## config.mk

```make
export PLATFORM = sky130hd
export DESIGN_NAME = channel_scheduler
export DESIGN_NICKNAME = d
export VERILOG_FILES = /design/src/rtl/channel_scheduler.sv
export SDC_FILE = /design/constraint.sdc
export NUM_CORES = 1
export LEC_CHECK = 0
export ABC_CLOCK_PERIOD_IN_PS = 2900
export CORE_UTILIZATION = 49
export DETAILED_ROUTE_END_ITERATION = 10
export PLACE_DENSITY = 0.79
export SLEW_MARGIN = 0
export SYNTH_ARGS = -nofsm -noshare
export SYNTH_HDL_FRONTEND = slang
export SYNTH_SLANG_ARGS = --single-unit
```

## constraint.sdc

```tcl
create_clock -name clk -period 2.9 [get_ports clk]
set_clock_uncertainty 0.15 [all_clocks]
set_input_delay 0.29 -clock clk [delete_from_list [all_inputs] [get_ports clk]]
set_output_delay 0.29 -clock clk [all_outputs]
set_load 0.05 [all_outputs]
```

## src/rtl/channel_scheduler.sv

```systemverilog
// Round-robin frame scheduler: one frame slot per channel; the granted frame is streamed feature-by-feature to a shared classifier and its result is returned.
// Latency: grant 1 cycle after capture, START 1 cycle, then one feature per accepted cycle; result on core_valid or after TIMEOUT WAIT cycles.
// Backpressure: req_ready[c] is low while slot c holds a frame; ccore_ready low freezes the feature stream in place.
module channel_scheduler #(
    parameter int FEATURES      = 3,
    parameter int FEATURE_WIDTH = 8,
    parameter int CHANNEL_COUNT = 4,
    parameter int MAX_CLUSTERS  = 5,
    parameter int TIMEOUT       = 63,
    localparam int CW      = $clog2(CHANNEL_COUNT),
    localparam int LW      = (MAX_CLUSTERS > 1) ? $clog2(MAX_CLUSTERS) : 1,
    localparam int FRAME_W = FEATURES * FEATURE_WIDTH
) (
    input  logic                             clk,
    input  logic                             reset,
    input  logic [CHANNEL_COUNT-1:0]         req_valid,
    input  logic [CHANNEL_COUNT*FRAME_W-1:0] req_features,
    output logic [CHANNEL_COUNT-1:0]         req_ready,
    output logic                             mem_ready,
    output logic [CW-1:0]                    ch_index,
    output logic [FEATURE_WIDTH-1:0]         feature,
    output logic                             feature_valid,
    input  logic                             ccore_ready,
    input  logic                             core_valid,
    input  logic [LW-1:0]                    core_level,
    input  logic [LW-1:0]                    core_path,
    output logic                             res_valid,
    output logic [CW-1:0]                    res_channel,
    output logic [LW-1:0]                    res_level,
    output logic [LW-1:0]                    res_path,
    output logic                             res_timeout,
    output logic                             busy
);
    localparam int KW = (FEATURES > 1) ? $clog2(FEATURES) : 1;
    localparam int TW = $clog2(TIMEOUT + 1);
    localparam logic [KW-1:0] LAST_K = KW'(FEATURES - 1);

    typedef enum logic [2:0] {IDLE, START, STREAM, WAIT, DONE} state_t;

    state_t                     state;
    logic [CHANNEL_COUNT-1:0]   slot_full;
    logic [FRAME_W-1:0]         slot_dat [CHANNEL_COUNT];
    logic [FRAME_W-1:0]         cur_frame;
    logic [FEATURE_WIDTH-1:0]   frame_feat [FEATURES];
    logic [CW-1:0]              rr_ptr;
    logic [KW-1:0]              feat_idx;
    logic [TW-1:0]              wait_cnt;
    logic                       any_full;
    logic [CW-1:0]              grant_idx;

    assign req_ready = ~slot_full;
    assign busy      = (state != IDLE);
    assign cur_frame = slot_dat[ch_index];

    for (genvar k = 0; k < FEATURES; k++) begin : g_feat
        assign frame_feat[k] = cur_frame[k*FEATURE_WIDTH +: FEATURE_WIDTH];
    end

    for (genvar c = 0; c < CHANNEL_COUNT; c++) begin : g_slot
        logic               full_q;
        logic [FRAME_W-1:0] dat_q;

        // Slot occupancy: fill on accepted offer, empty at the end of the DONE cycle of its own service.
        always_ff @(posedge clk or negedge reset) begin
            if (!reset) begin
                full_q <= 1'b0;
            end else if (req_valid[c] && !full_q) begin
                full_q <= 1'b1;
            end else if (state == DONE && ch_index == CW'(c)) begin
                full_q <= 1'b0;
            end
        end

        // Frame payload: only written while the slot is empty, so a granted frame never changes.
        always_ff @(posedge clk) begin
            if (req_valid[c] && !full_q) begin
                dat_q <= req_features[c*FRAME_W +: FRAME_W];
            end
        end

        assign slot_full[c] = full_q;
        assign slot_dat[c]  = dat_q;
    end

    // Round-robin pick: first full slot at or after rr_ptr; scanning downward lets the nearest one win.
    always_comb begin
        int idx;
        any_full  = 1'b0;
        grant_idx = '0;
        idx       = 0;
        for (int i = CHANNEL_COUNT - 1; i >= 0; i--) begin
            idx = int'(rr_ptr) + i;
            if (idx >= CHANNEL_COUNT) begin
                idx = idx - CHANNEL_COUNT;
            end
            if (slot_full[CW'(idx)]) begin
                any_full  = 1'b1;
                grant_idx = CW'(idx);
            end
        end
    end

    // Service FSM with registered outputs; each output is updated on the edge that enters the state it belongs to.
    always_ff @(posedge clk or negedge reset) begin
        if (!reset) begin
            state         <= IDLE;
            rr_ptr        <= '0;
            ch_index      <= '0;
            feat_idx      <= '0;
            wait_cnt      <= '0;
            mem_ready     <= 1'b0;
            feature_valid <= 1'b0;
            feature       <= '0;
            res_valid     <= 1'b0;
            res_channel   <= '0;
            res_level     <= '0;
            res_path      <= '0;
            res_timeout   <= 1'b0;
        end else begin
            res_valid <= 1'b0;
            case (state)
                IDLE: begin
                    if (any_full) begin
                        ch_index  <= grant_idx;
                        mem_ready <= 1'b1;
                        state     <= START;
                    end
                end
                START: begin
                    feat_idx      <= '0;
                    feature       <= frame_feat[0];
                    feature_valid <= 1'b1;
                    state         <= STREAM;
                end
                STREAM: begin
                    if (ccore_ready) begin
                        if (feat_idx == LAST_K) begin
                            feature_valid <= 1'b0;
                            wait_cnt      <= '0;
                            state         <= WAIT;
                        end else begin
                            feat_idx <= feat_idx + 1'b1;
                            feature  <= frame_feat[feat_idx + 1'b1];
                        end
                    end
                end
                WAIT: begin
                    if (core_valid) begin
                        res_valid   <= 1'b1;
                        res_channel <= ch_index;
                        res_level   <= core_level;
                        res_path    <= core_path;
                        res_timeout <= 1'b0;
                        mem_ready   <= 1'b0;
                        state       <= DONE;
                    end else if (wait_cnt == TW'(TIMEOUT - 1)) begin
                        res_valid   <= 1'b1;
                        res_channel <= ch_index;
                        res_level   <= '0;
                        res_path    <= '0;
                        res_timeout <= 1'b1;
                        mem_ready   <= 1'b0;
                        state       <= DONE;
                    end else begin
                        wait_cnt <= wait_cnt + 1'b1;
                    end
                end
                DONE: begin
                    rr_ptr <= (ch_index == CW'(CHANNEL_COUNT - 1)) ? '0 : ch_index + 1'b1;
                    state  <= IDLE;
                end
                default: state <= IDLE;
            endcase
        end
    end
endmodule
```

==> results.md <==
- The run finished with clean final reports.
- The number of antenna diodes in the final layout is 0.
- Along the worst path, the maximum fanout reaches 16.
- The peak supply drop is 0.5707 mV.
- The count of cell types in the netlist is 44.
- After floorplanning, the core was sized to cover 10890 sq um.
- Broken down by cell family, the worst path's largest delay share belongs to buffers and inverters.
- Synthesis produced 359 cells.
- A synthesized cell averages 15.31 sq um.
- The initial core utilization is 0.5047.
- The synthesis-to-finish area growth is 38.34%.
- The post-synthesis net count is 476.
- The category of the worst setup path capture point is a primary output.
- The peak clock frequency supported by timing is 0.3748 GHz.
- The synthesized design contains 135 register bits.
- Data on the critical path arrives at its endpoint at 2.23 ns.
- In this design, the stage delay of the slowest critical-path cell is 0.95 ns.
- The worst min-delay path category is in2reg.
- The number of antenna violations at the first check in global routing is 0.
- The number of buffers added by the clock tree synthesis step is 17.
- The die covers 11640 sq um.
- CTS saw 135 sinks.
- The worst pin sits at a relative slew slack of 0.4311.
- In this run, synthesis inferred 96 flip-flops with an integrated enable.
- The via count of the first global-routing pass is 3707.
- STA classifies the critical path startpoint as a register.
- The post-place setup slack is 0.7244 ns.
- In this run the tool buffered the top-level ports with 136 buffer cells.
- The final routed wirelength across all metal layers is 12280 um.
- The predominant post-synthesis flop cell is sky130_fd_sc_hd__edfxtp_1.
- Before antenna repair, the detailed router went through 4 iterations.
- The half-perimeter wire length of the detailed placement result is 8577 um.
- In this run the cell area of the synthesized design comes to 5495 sq um.
- The final route contains 3588 vias.
- The residual overflow from global routing is 0.
- Clock-pin slew was measured on the worst setup and hold paths at 0.06 ns.
- Setup repair after global routing left no endpoint under its margin.
- For this design the ratio of total power to cell area is 924.9 nW/um^2.
- For this run, the register share of the synthesized area comes to 0.7022.
- For this run, the share of the core covered by cells in the final layout is 0.6982.
- The remaining routing DRC violations is 0.
- On the critical path, the stage with the largest delay is an instance of sky130_fd_sc_hd__clkdlybuf4s50_1.
- For the pin with the worst max-slew slack, the measured transition is 0.8533 ns.
- STA puts the critical path data required time at 2.46 ns.
- In the final routed layout, each cell accounts on average for 18.72 um.
- The number of warnings printed during yosys synthesis is 0.
- The fraction of layout instances using a drive strength above 1 is 0.1221.
- The final non-filler cell total is 656.
- Counting along the longest clock path gives a buffer depth of 2.
- Counting tap cells, the placed design contains a total of 623 instances.
- For this run, the total global-route usage over all layers was measured as 0.2247.
- The height of the die is 107.9 um.
- The number of pins exceeding their max-slew limit in the final report is 0.
- At the end of routability-driven placement, the weighted congestion stood at 0.7977.
- The detailed-route vias per instance is 5.470.
- The number of ports placed on the die boundary is 137.
- Summed over all cells, the static leakage comes to 2.807 nW.
- The critical path goes through clkdlybuf4s50_1.
- Across all setup checks in the final design, the least slack found is 0.2319 ns.
- The H-tree was split into 4 levels.
- Setup violations remaining at the end of the flow were counted as 0.
- The x dimension of the die is 107.9 um.
- The cell at the root of the clock tree is sky130_fd_sc_hd__clkbuf_8.
- At the end of the flow, the number of nets in the layout was 620.
- The portion of the clock cycle consumed by the worst path in the final layout is 0.9200.
- The setup TNS is 0 ns.
- The largest net degree at the start of global routing is 46.
- The total power is 7.032 mW.
- At the later pin of the worst-skew pair, clock insertion delay measures 0.51 ns.
- The number of design-rule violations left by the first detailed-router iteration is 179.
- The first global-routing pass estimated 19110 um of wire.
- The number of standard-cell rows in the floorplan is 38.
- Of all flip-flops after synthesis, the portion carrying an async set or reset was 0.2889.
- The type of the worst setup path is reg2out.
- The hold violation total from the final report is 0.
- The clock tree from TritonCTS is built.
- Counting I/O delays and the setup requirement, the final critical path takes 2.668 ns.
- The number of buffers and inverters on the critical path is 1.
- The max-capacitance violation count is 0.
- The number of nets with antenna violations after routing is 0.
- The number of buffers added for setup after CTS is 0.
cells in the final DEF, fill, tap and decap left out, drive strengths merged, types with 2 or more instances in the layout:
cell | netlist | routed
nor3b | 2 | 2
mux2 | 4 | 4
o31ai | 5 | 5
inv | 13 | 16
mux2i | 35 | 35
a21oi | 8 | 8
dfrtp | 39 | 39
a22o | 6 | 6
edfxtp | 96 | 96
bufinv | 0 | 3
clkdlybuf4s50 | 0 | 135
o21ai | 14 | 14
nand4 | 3 | 3
or3b | 2 | 2
clkinvlp | 0 | 4
ha | 7 | 7
buf | 14 | 9
nand3b | 3 | 3
o22ai | 16 | 16
clkinv | 0 | 5
clkbuf | 6 | 17
and3 | 4 | 4
or4 | 4 | 4
a31oi | 16 | 16
nor3 | 2 | 2
o41ai | 3 | 3
nor2b | 5 | 5
mux4 | 8 | 8
nor2 | 19 | 19
nand2 | 15 | 15
through the flow:
| stage | instance area, sq um | hold WS [ns] |
|---|---|---|
| after floorplan | 5495 | -0.1556 |
| after detailed placement | 7000 | 0.2978 |
| after CTS | 7602 | 0.1643 |
| final | 7602 | 0.1758 |
| after global routing | 7602 | 0.1588 |
| after global placement | 7000 | 0.2951 |
cell usage after synthesis (3+ instances only):
library cell | number | area share
sky130_fd_sc_hd__inv_2 | 5 | 0.0034
sky130_fd_sc_hd__edfxtp_1 | 96 | 0.52
sky130_fd_sc_hd__mux2i_1 | 35 | 0.064
sky130_fd_sc_hd__a22o_1 | 6 | 0.0096
sky130_fd_sc_hd__dfrtp_1 | 39 | 0.18
sky130_fd_sc_hd__o41ai_1 | 3 | 0.0048
sky130_fd_sc_hd__buf_4 | 3 | 0.0041
sky130_fd_sc_hd__and3_1 | 3 | 0.0034
sky130_fd_sc_hd__a31oi_1 | 16 | 0.018
sky130_fd_sc_hd__buf_2 | 7 | 0.0064
sky130_fd_sc_hd__mux4_2 | 8 | 0.033
sky130_fd_sc_hd__nand3b_1 | 3 | 0.0041
sky130_fd_sc_hd__o21ai_1 | 12 | 0.011
sky130_fd_sc_hd__a21oi_1 | 8 | 0.0073
sky130_fd_sc_hd__nor2_1 | 19 | 0.013
sky130_fd_sc_hd__clkbuf_1 | 6 | 0.0041
sky130_fd_sc_hd__o31ai_1 | 5 | 0.0068
sky130_fd_sc_hd__o22ai_1 | 16 | 0.018
sky130_fd_sc_hd__nor2b_1 | 5 | 0.0057
sky130_fd_sc_hd__nand4_1 | 3 | 0.0034
sky130_fd_sc_hd__ha_1 | 7 | 0.016
sky130_fd_sc_hd__nand2_1 | 15 | 0.010
sky130_fd_sc_hd__inv_1 | 8 | 0.0055
sky130_fd_sc_hd__or4_1 | 4 | 0.0055
metal layers:
metal  routed length [um]  global-route usage
met2                 6260              0.3823
met1                 5034              0.2728
met3                  770             0.06235
met4                  216             0.08513
met5                    0                   0
where the power goes:
part	total [mW]	internal, mW	switching [mW]	leakage, nW
Combinational	2.36	0.984	1.37	1.20
Clock	2.12	1.31	0.809	0.279
Sequential	2.55	2.32	0.234	1.33
sequential cells by signal (all words and copies together), names as in the netlist, 2 cells and up:
register       cells
ch_index           2
feat_idx           2
feature            8
g_slot.dat_q      96
g_slot.full_q      4
res_channel        2
res_level          3
res_path           3
rr_ptr             2
state              3
wait_cnt           6
path summary, 6_finish.rpt:
check	start	to	slack, ns	cells past startpoint
worst max register to register	feat_idx[0]$_DFFE_PN0P_	feature[2]$_DFFE_PN0P_	0.70	6
max in group asynchronous	reset	ch_index[0]$_DFFE_PN0P_	1.74	2
worst max-delay path	ch_index[1]$_DFFE_PN0P_	ch_index[1]	0.23	1
worst min-delay path	req_features[82]	g_slot[3].dat_q[10]$_DFFE_PP_	0.18	1
min in group asynchronous	reset	wait_cnt[0]$_DFFE_PN0P_	0.27	2
worst min register to register	mem_ready$_DFFE_PN0P_	mem_ready$_DFFE_PN0P_	0.32	1
layout make-up:
class	count	area, sq um
Inverter	13	48.80
Sequential cell	135	3860
Timing Repair Buffer	145	1439
Tap cell	140	175.2
Fill cell	721	3286
Clock buffer	17	414.1
Multi-Input combinational cell	191	1488
Clock inverter	15	177.7
cells by family (layout without fill, tap and decap cells):
logic type | Yosys count | count (layout) | share of synthesized area
fa+ha+maj | 7 | 7 | 0.01594
buf+inv | 33 | 190 | 0.02892
compound gates | 72 | 72 | 0.08379
flops | 135 | 135 | 0.7022
mux | 47 | 47 | 0.1047
simple gates | 65 | 65 | 0.06444
what timing repair did:
action / CTS / global route
resized for setup: 0 / 0
hold buffers: 1 / 0
hold endpoints to repair: 39 / 0
Note: power is estimated with default switching activity, not from simulation.
